**src/rtl/axis_pixel_op_engine.sv**
```systemverilog
// AXI4-Stream per-lane pixel operator (pass / invert / threshold / saturating add)
// with a one-beat output register and an AXI4-Lite control/status register file.
module axis_pixel_op_engine #(
  parameter int DATA_WIDTH = 32,
  parameter int CHAN_WIDTH = 8,
  parameter int ADDR_WIDTH = 4
) (
  input  logic                  axi_clk,
  input  logic                  axi_reset,
  input  logic                  s_axis_valid,
  input  logic [DATA_WIDTH-1:0] s_axis_data,
  output logic                  s_axis_ready,
  output logic                  m_axis_valid,
  output logic [DATA_WIDTH-1:0] m_axis_data,
  input  logic                  m_axis_ready,
  input  logic [ADDR_WIDTH-1:0] s_axi_awaddr,
  input  logic                  s_axi_awvalid,
  output logic                  s_axi_awready,
  input  logic [DATA_WIDTH-1:0] s_axi_wdata,
  input  logic                  s_axi_wvalid,
  output logic                  s_axi_wready,
  output logic [1:0]            s_axi_bresp,
  output logic                  s_axi_bvalid,
  input  logic                  s_axi_bready,
  input  logic [ADDR_WIDTH-1:0] s_axi_araddr,
  input  logic                  s_axi_arvalid,
  output logic                  s_axi_arready,
  output logic [DATA_WIDTH-1:0] s_axi_rdata,
  output logic [1:0]            s_axi_rresp,
  output logic                  s_axi_rvalid,
  input  logic                  s_axi_rready
);

  localparam int LANES = DATA_WIDTH / CHAN_WIDTH;
  localparam int WKEEP = (CHAN_WIDTH > 4) ? CHAN_WIDTH : 4;
  localparam logic [ADDR_WIDTH-1:0] ADDR_CTRL  = ADDR_WIDTH'(0);
  localparam logic [ADDR_WIDTH-1:0] ADDR_PARAM = ADDR_WIDTH'(4);
  localparam logic [ADDR_WIDTH-1:0] ADDR_BEATS = ADDR_WIDTH'(8);
  localparam logic [ADDR_WIDTH-1:0] ADDR_ID    = ADDR_WIDTH'(12);
  localparam logic [31:0]           ID_VALUE   = 32'h434F4E31;

  typedef enum logic [1:0] {
    MODE_PASS = 2'd0,
    MODE_INV  = 2'd1,
    MODE_THR  = 2'd2,
    MODE_ADD  = 2'd3
  } op_mode_e;

  logic                  enable_q;
  op_mode_e              mode_q;
  logic [CHAN_WIDTH-1:0] param_q;
  logic [31:0]           beats_q;

  logic                  m_valid_q;
  logic [DATA_WIDTH-1:0] m_data_q;
  logic [DATA_WIDTH-1:0] m_data_d;

  logic                  aw_full_q;
  logic                  w_full_q;
  logic                  bvalid_q;
  logic [ADDR_WIDTH-1:0] awaddr_q;
  logic [WKEEP-1:0]      wdata_q;

  logic                  rvalid_q;
  logic [DATA_WIDTH-1:0] rdata_q;
  logic [DATA_WIDTH-1:0] rdata_d;

  logic accept, out_hs, aw_hs, w_hs, b_hs, ar_hs, r_hs, do_write;
  logic unused_wdata;

  // Only the low bits of a write carry register content.
  assign unused_wdata = ^s_axi_wdata[DATA_WIDTH-1:WKEEP];

  // ---------------- stream path ----------------
  assign s_axis_ready = enable_q & (~m_valid_q | m_axis_ready);
  assign accept       = s_axis_valid & s_axis_ready;
  assign out_hs       = m_valid_q & m_axis_ready;
  assign m_axis_valid = m_valid_q;
  assign m_axis_data  = m_data_q;

  for (genvar gi = 0; gi < LANES; gi++) begin : g_lane
    logic [CHAN_WIDTH-1:0] x;
    logic [CHAN_WIDTH-1:0] y;
    logic [CHAN_WIDTH:0]   sum;
    assign x   = s_axis_data[gi*CHAN_WIDTH +: CHAN_WIDTH];
    assign sum = {1'b0, x} + {1'b0, param_q};
    assign y   = (mode_q == MODE_INV) ? ~x :
                 (mode_q == MODE_THR) ? {CHAN_WIDTH{x >= param_q}} :
                 (mode_q == MODE_ADD) ? (sum[CHAN_WIDTH] ? {CHAN_WIDTH{1'b1}} : sum[CHAN_WIDTH-1:0]) :
                 x;
    assign m_data_d[gi*CHAN_WIDTH +: CHAN_WIDTH] = y;
  end

  always_ff @(posedge axi_clk) begin
    if (axi_reset) begin
      m_valid_q <= 1'b0;
      m_data_q  <= '0;
    end else if (accept) begin
      m_valid_q <= 1'b1;
      m_data_q  <= m_data_d;
    end else if (out_hs) begin
      m_valid_q <= 1'b0;
      m_data_q  <= '0;
    end
  end

  // ---------------- AXI-Lite write ----------------
  assign aw_hs    = s_axi_awvalid & ~aw_full_q;
  assign w_hs     = s_axi_wvalid & ~w_full_q;
  assign b_hs     = bvalid_q & s_axi_bready;
  assign do_write = aw_full_q & w_full_q & ~bvalid_q;

  assign s_axi_awready = ~aw_full_q;
  assign s_axi_wready  = ~w_full_q;
  assign s_axi_bvalid  = bvalid_q;
  assign s_axi_bresp   = 2'b00;

  always_ff @(posedge axi_clk) begin
    if (axi_reset) begin
      aw_full_q <= 1'b0;
      w_full_q  <= 1'b0;
      bvalid_q  <= 1'b0;
      awaddr_q  <= '0;
      wdata_q   <= '0;
    end else begin
      if (aw_hs) begin
        aw_full_q <= 1'b1;
        awaddr_q  <= s_axi_awaddr;
      end
      if (w_hs) begin
        w_full_q <= 1'b1;
        wdata_q  <= s_axi_wdata[WKEEP-1:0];
      end
      if (do_write) bvalid_q <= 1'b1;
      // Both channels stay stalled until the response is taken.
      if (b_hs) begin
        bvalid_q  <= 1'b0;
        aw_full_q <= 1'b0;
        w_full_q  <= 1'b0;
      end
    end
  end

  always_ff @(posedge axi_clk) begin
    if (axi_reset) begin
      enable_q <= 1'b0;
      mode_q   <= MODE_PASS;
      param_q  <= '0;
      beats_q  <= '0;
    end else begin
      if (do_write && awaddr_q == ADDR_CTRL) begin
        enable_q <= wdata_q[0];
        mode_q   <= op_mode_e'(wdata_q[2:1]);
      end
      if (do_write && awaddr_q == ADDR_PARAM) param_q <= wdata_q[CHAN_WIDTH-1:0];
      // A clear landing on the same edge as a handshake takes priority.
      if (do_write && awaddr_q == ADDR_CTRL && wdata_q[3]) beats_q <= '0;
      else if (out_hs)                                     beats_q <= beats_q + 32'd1;
    end
  end

  // ---------------- AXI-Lite read ----------------
  assign ar_hs = s_axi_arvalid & ~rvalid_q;
  assign r_hs  = rvalid_q & s_axi_rready;

  assign s_axi_arready = ~rvalid_q;
  assign s_axi_rvalid  = rvalid_q;
  assign s_axi_rdata   = rdata_q;
  assign s_axi_rresp   = 2'b00;

  always_comb begin
    rdata_d = '0;
    case (s_axi_araddr)
      ADDR_CTRL:  rdata_d = DATA_WIDTH'({mode_q, enable_q});
      ADDR_PARAM: rdata_d = DATA_WIDTH'(param_q);
      ADDR_BEATS: rdata_d = DATA_WIDTH'(beats_q);
      ADDR_ID:    rdata_d = DATA_WIDTH'(ID_VALUE);
      default:    rdata_d = '0;
    endcase
  end

  always_ff @(posedge axi_clk) begin
    if (axi_reset) begin
      rvalid_q <= 1'b0;
      rdata_q  <= '0;
    end else if (ar_hs) begin
      rvalid_q <= 1'b1;
      rdata_q  <= rdata_d;
    end else if (r_hs) begin
      rvalid_q <= 1'b0;
    end
  end

endmodule

```
**config.mk**
```make
export PLATFORM = sky130hd
export DESIGN_NAME = axis_pixel_op_engine
export DESIGN_NICKNAME = d
export VERILOG_FILES = /design/src/rtl/axis_pixel_op_engine.sv
export SDC_FILE = /design/constraint.sdc
export NUM_CORES = 1
export LEC_CHECK = 0
export BUFFER_PORTS_ARGS = -buffer_cell sky130_fd_sc_hd__buf_2
export CAP_MARGIN = 20
export CORE_ASPECT_RATIO = 1.2
export CORE_UTILIZATION = 51
export DETAILED_ROUTE_END_ITERATION = 7
export MAX_ROUTING_LAYER = met4
export PLACE_DENSITY = 0.78
export RECOVER_POWER = 100
export SKIP_CTS_REPAIR_TIMING = 1
export SLEW_MARGIN = 30
export SYNTH_ARGS = -nofsm -noshare
export SYNTH_HDL_FRONTEND = slang
export SYNTH_SLANG_ARGS = --single-unit
export TNS_END_PERCENT = 20
```
**constraint.sdc**
```tcl
create_clock -name axi_clk -period 2.05 [get_ports axi_clk]
set_input_delay 0.1025 -clock axi_clk [delete_from_list [all_inputs] [get_ports axi_clk]]
set_output_delay 0.1025 -clock axi_clk [all_outputs]
set_load 0.005 [all_outputs]
```
=== Word level (Yosys, flattened, before mapping) ===
Index checks and enable logic that the tools add are counted.
W data, S select, Z words.

* Add/sub/neg operators: 5
* $lt $le $gt $ge: 4
* Eq/ne operators: 7
* Multiplexer cells: 23
* Bitwise operators: 20
* Reductions and logical operators: 9

{| class="wikitable"
|+ Operator list
! cell !! count
|-
| $mux W8 || 16
|-
| $pmux W32 S4 || 1
|-
| $mux W32 || 2
|-
| $add A8 B8 Y9 || 4
|-
| $add A32 B1 Y32 const B || 1
|-
| $ge A8 B8 Y1 || 4
|-
| $not A8 Y8 || 4
|-
| $and A1 B1 Y1 || 10
|-
| $eq A4 B3 Y1 const B || 2
|-
| $eq A4 B4 Y1 const B || 2
|-
| $logic_not A4 Y1 || 2
|-
| $not A1 Y1 || 5
|-
| $eq A2 B2 Y1 const B || 2
|-
| $mux W1 || 4
|-
| $reduce_bool A2 Y1 || 2
|-
| $reduce_or A2 Y1 || 2
|-
| $logic_and A1 B1 Y1 || 3
|-
| $eq A2 B1 Y1 const B || 1
|-
| $or A1 B1 Y1 || 1
|}

* Register bits: 124
* Bits of input ports: 81
* Output and inout bits: 75
* Word-level logic and storage cells: 81

=== Longest topological paths before layout ===
* Depth after elaboration: 6
* Gate-level depth with buffers: 8
* Depth with buffers taken out: 8

=== Worst setup path after synthesis ===
OpenSTA, ideal clock, no wires.

* Kind: register to register
* From: reg param_q[0]
* To: reg m_data_q[13] (netlist: m_axis_data[13])
* Setup time: 0.122 ns
* Arrival: 2.077 ns
* Data required time: 1.928 ns
* Slack: -0.149 ns
* Cell stages (with the launch flop): 8
* Buffers on the path: 0
* Period minus slack after synthesis: 2.199 ns
* Path through: dfxtp_1 ha_1 fa_1 and2b_1 o211a_1 o31ai_4 nand2_1 a221o_1

* Word-level cells in the longest chain between the ends: 6
* Elaborated cells between the ends (all ways): 7
* Classes of those cells: add/sub (1); order compare (1); mux (5)

{| class="wikitable"
|+ RTL lines
! element !! line !! RTL
|-
| start, declared || 51 || <nowiki>logic [CHAN_WIDTH-1:0] param_q;</nowiki>
|-
| start signal, assigned || 155 || <nowiki>if (do_write && awaddr_q == ADDR_PARAM) param_q <= wdata_q[CHAN_WIDTH-1:0];</nowiki>
|-
| $add A8 B8 Y9 || 86 || <nowiki>assign sum = {1'b0, x} + {1'b0, param_q};</nowiki>
|-
| $mux W8 (2 in series) || 89 || <nowiki>(mode_q == MODE_ADD) ? (sum[CHAN_WIDTH] ? {CHAN_WIDTH{1'b1}} : sum[CHAN_WIDTH-1:0]) :</nowiki>
|-
| $mux W8 (*) || 88 || <nowiki>(mode_q == MODE_THR) ? {CHAN_WIDTH{x >= param_q}} :</nowiki>
|-
| $mux W8 (*) || 87 || <nowiki>assign y = (mode_q == MODE_INV) ? ~x :</nowiki>
|-
| $mux W32 (*) || 98 || <nowiki>end else if (accept) begin</nowiki>
|-
| end signal, assigned || 100 || <nowiki>m_data_q <= m_data_d;</nowiki>
|-
| end, declared || 55 || <nowiki>logic [DATA_WIDTH-1:0] m_data_q;</nowiki>
|}

Every way passes the cells marked *; elsewhere a longest branch is shown, timed or not.
A chain may end at the register's enable or synchronous reset.

=== Final worst setup path ===
Same ends and word-level chain as after synthesis.

==> run metrics <==
maximum fanout encountered on the critical timing path 7; count of final max-slew check failures 0; area fraction in compound gates after synthesis 0.223; final weighted congestion in routability-driven placement 0.967; chip height 137 um; vias in the first global route 7484; number of cells on the worst hold path 3; wire length of the first global-routing pass 36500 um; final setup slack of the worst path -0.152 ns; Die X 114 um; min-delay src s_axi_bready; final worst path period need 2.20 ns; number of cells on the worst reg-to-reg path 7; kind of critical path register to register; setup repair after global routing missed its margin yes; antenna violations before repair 0; Post-Synth Adder-Cell Area 0.116; final count of negative-setup-slack endpoints 10; post-placement setup slack -0.149 ns; fraction of final layout cells sized beyond drive strength 1 0.250; post-route fraction of the period consumed by the critical path 1.07; Post-DRT Antenna Nets 0; Top FF cell, synth dfxtp_1; H-tree depth 4; combinational family with the most area after synthesis compound AO/OA/AOI/OAI gates; combined area of all synthesized cells 7710 sq um; Worst Setup End Kind register; highest achievable clock rate 454 MHz; Starting Density 0.529; Layout area overhead 31.5%; static leakage 4.29 nW; most frequent standard cell in the layout excluding fill and tap cells nor2_1; total of fill cells in the finished design 1195; FF+latch count, synth 124; antenna fix cells 0; data arrival time at the worst-slack endpoint 2.51 ns; Synthesis Warnings 0; portion of the post-synthesis area used by sequential elements 0.322; area of the placeable core 14600 sq um; number of buffers between clock root and the deepest sink 2; layout net count 1316; Hold Path Sink s_axi_bvalid; unique cell type count in the Yosys netlist 74; peak supply drop 0.583 mV; routed wire length 24300 um; Max transition margin 0.387; Setup crit start param_q[0]; floorplan die area 15600 sq um; commonest cells after routing, fill and taps aside 145 x nor2_1, 119 x dfxtp_1, 92 x buf_2; FF-to-FF End m_axis_data[13]; ports placed on the boundary 156; routed length per instance 17.6 um; DRC violations left 0; vias post-DR 7878; post-layout utilization of the core 0.695; largest net degree at the start of global routing 35; Final Hold Vio Count 0; Worst Hold Class input port to register; result of the run complete, but fails checks; port buffer count 127; GRT overflow 0; startpoint kind of the worst setup timing path register; xor-xnor portion of the synthesized cell area 0.0420; fraction of synthesized area in multiplexers 0.0367; row cnt 48; overall fraction of global-route tracks in use 0.312; initial DRC count 614; required time at the endpoint of the critical path 2.36 ns; Mapped Cells 950; source of the worst register-to-register timing path param_q[0]; R2R setup slack -0.15 ns; via density per instance 5.72; post-route clock skew 0.00669 ns; failing checks setup timing; clock buffer count from CTS 17; Clk Latency, worst-skew pair 0.43 ns; Worst-path clk slew 0.06 ns; buffer cell driving the clock tree root clkbuf_16; average footprint of a synthesized cell 8.12 sq um; TritonCTS clock tree yes; Simple-Gate Fraction of Synth Area 0.211; slew at the pin with the worst max-slew slack 0.918 ns; count of maximum capacitance violations 0; number of clock sinks 124; placed wire-length estimate 17100 um; total power 6.14 mW; Async S/R FF share, synth 0; number of flops mapped to enable cells by yosys 0; first-pass detailed-route iteration total 5; setup TNS -0.623 ns; Power per Cell Area 605 nW/um^2
[cell families (layout without fill, tap and decap cells)]
family                   count (synthesis)  after routing
buffers and inverters                   88            313
adder cells (fa/ha/maj)                 69             69
flip-flops                             124            124
XOR/XNOR                                37             37
AO/OA/AOI/OAI                          265            265
other                                    1              4
multiplexers                            28             28
AND/OR/NAND/NOR                        338            338
[cell type report]
cell class                      count  area (sq um)  area share
Timing Repair Buffer              240          1480       0.146
Clock buffer                       22           484      0.0477
Clock inverter                      9           113      0.0111
Sequential cell                   124          2490       0.246
Inverter                           42           163      0.0160
Tap cell                          200           250      0.0247
Multi-Input combinational cell    741          5160       0.508
[synth_stat cells (3+ instances only)]
cell type  number  share of area
o31ai_1         9         0.0088
nor2_1        147          0.072
clkbuf_1       26          0.013
o211ai_1       10         0.0097
nand2b_1       12         0.0097
nand3b_1        4         0.0039
ha_1           65           0.11
xnor2_1        17          0.019
buf_1           4         0.0019
a221oi_1        4         0.0045
o221ai_1        4         0.0045
dfxtp_1       124           0.32
buf_4          10         0.0097
o21bai_1        7         0.0068
mux2i_1        26          0.034
and2_1          3         0.0024
a22oi_1        20          0.019
and3_1          7         0.0057
fa_1            4          0.010
a21o_1         13          0.013
a22o_1          3         0.0034
buf_2           6         0.0039
xor2_1         20          0.023
or2_2           3         0.0024
a21oi_1        90          0.058
a31oi_1         5         0.0041
or3_1           6         0.0049
nand2_1        67          0.033
o21ai_0        47          0.030
nor2b_1        20          0.016
nand4_1         9         0.0073
inv_1          40          0.019
nand3_1        21          0.014
o32ai_1         4         0.0045
a211oi_1       14          0.014
nor3_1         19          0.012
o21a_1         11          0.011
[sequential cells by signal, summed over array words and instances, names as in the netlist, 2 cells and up]
name and flops:
awaddr_q 4, beats_q 32, m_axis_data 32, mode_q 2
param_q 8, s_axi_rdata 32, wdata_q 8
[routing by layer]
metal	up-vias	part of all wire	global-route usage	wire, um
met4	0	0.033	0.142	801
li1	3786	-	-	-
met2	314	0.49	0.525	11900
met5	-	0	-	0
met3	62	0.069	0.0602	1680
met1	3716	0.41	0.359	9930
[stage by stage]
step	instance area, sq um	instances	hold WS [ns]
2_1_floorplan	7750	953	0.213
3_3_place_gp	9130	1327	0.308
3_5_place_dp	9130	1327	0.312
4_1_cts	9720	1358	-0.126
5_1_grt	10100	1378	0.0201
6_report	10100	1378	0.000659
[worst max-delay path by stage]
stage	end	slack (ns)
after floorplan	m_axis_data[13]	0.007
after global placement	m_axis_data[15]	-0.12
after detailed placement	m_axis_data[13]	-0.15
after CTS	m_axis_data[10]	-0.16
after global routing	m_axis_data[15]	-0.25
final	m_axis_data[13]	-0.15
[critical path: stages (launching register included)]
cell	delay, ns
dfxtp_4	0.38
ha_4	0.17
fa_2	0.33
and2b_1	0.17
o211a_1	0.24
o31ai_4	0.35
nand2_1	0.11
a221o_1	0.33
[report_power, final]
part	internal, mW	total [mW]	switching [mW]	leakage (nW)
Sequential	2.44	2.46	0.0233	1.00
Clock	1.91	3.06	1.15	0.280
Combinational	0.272	0.625	0.353	3.01
Total	4.62	6.14	1.52	4.29
No activity file was read; power rests on OpenSTA's default activity.
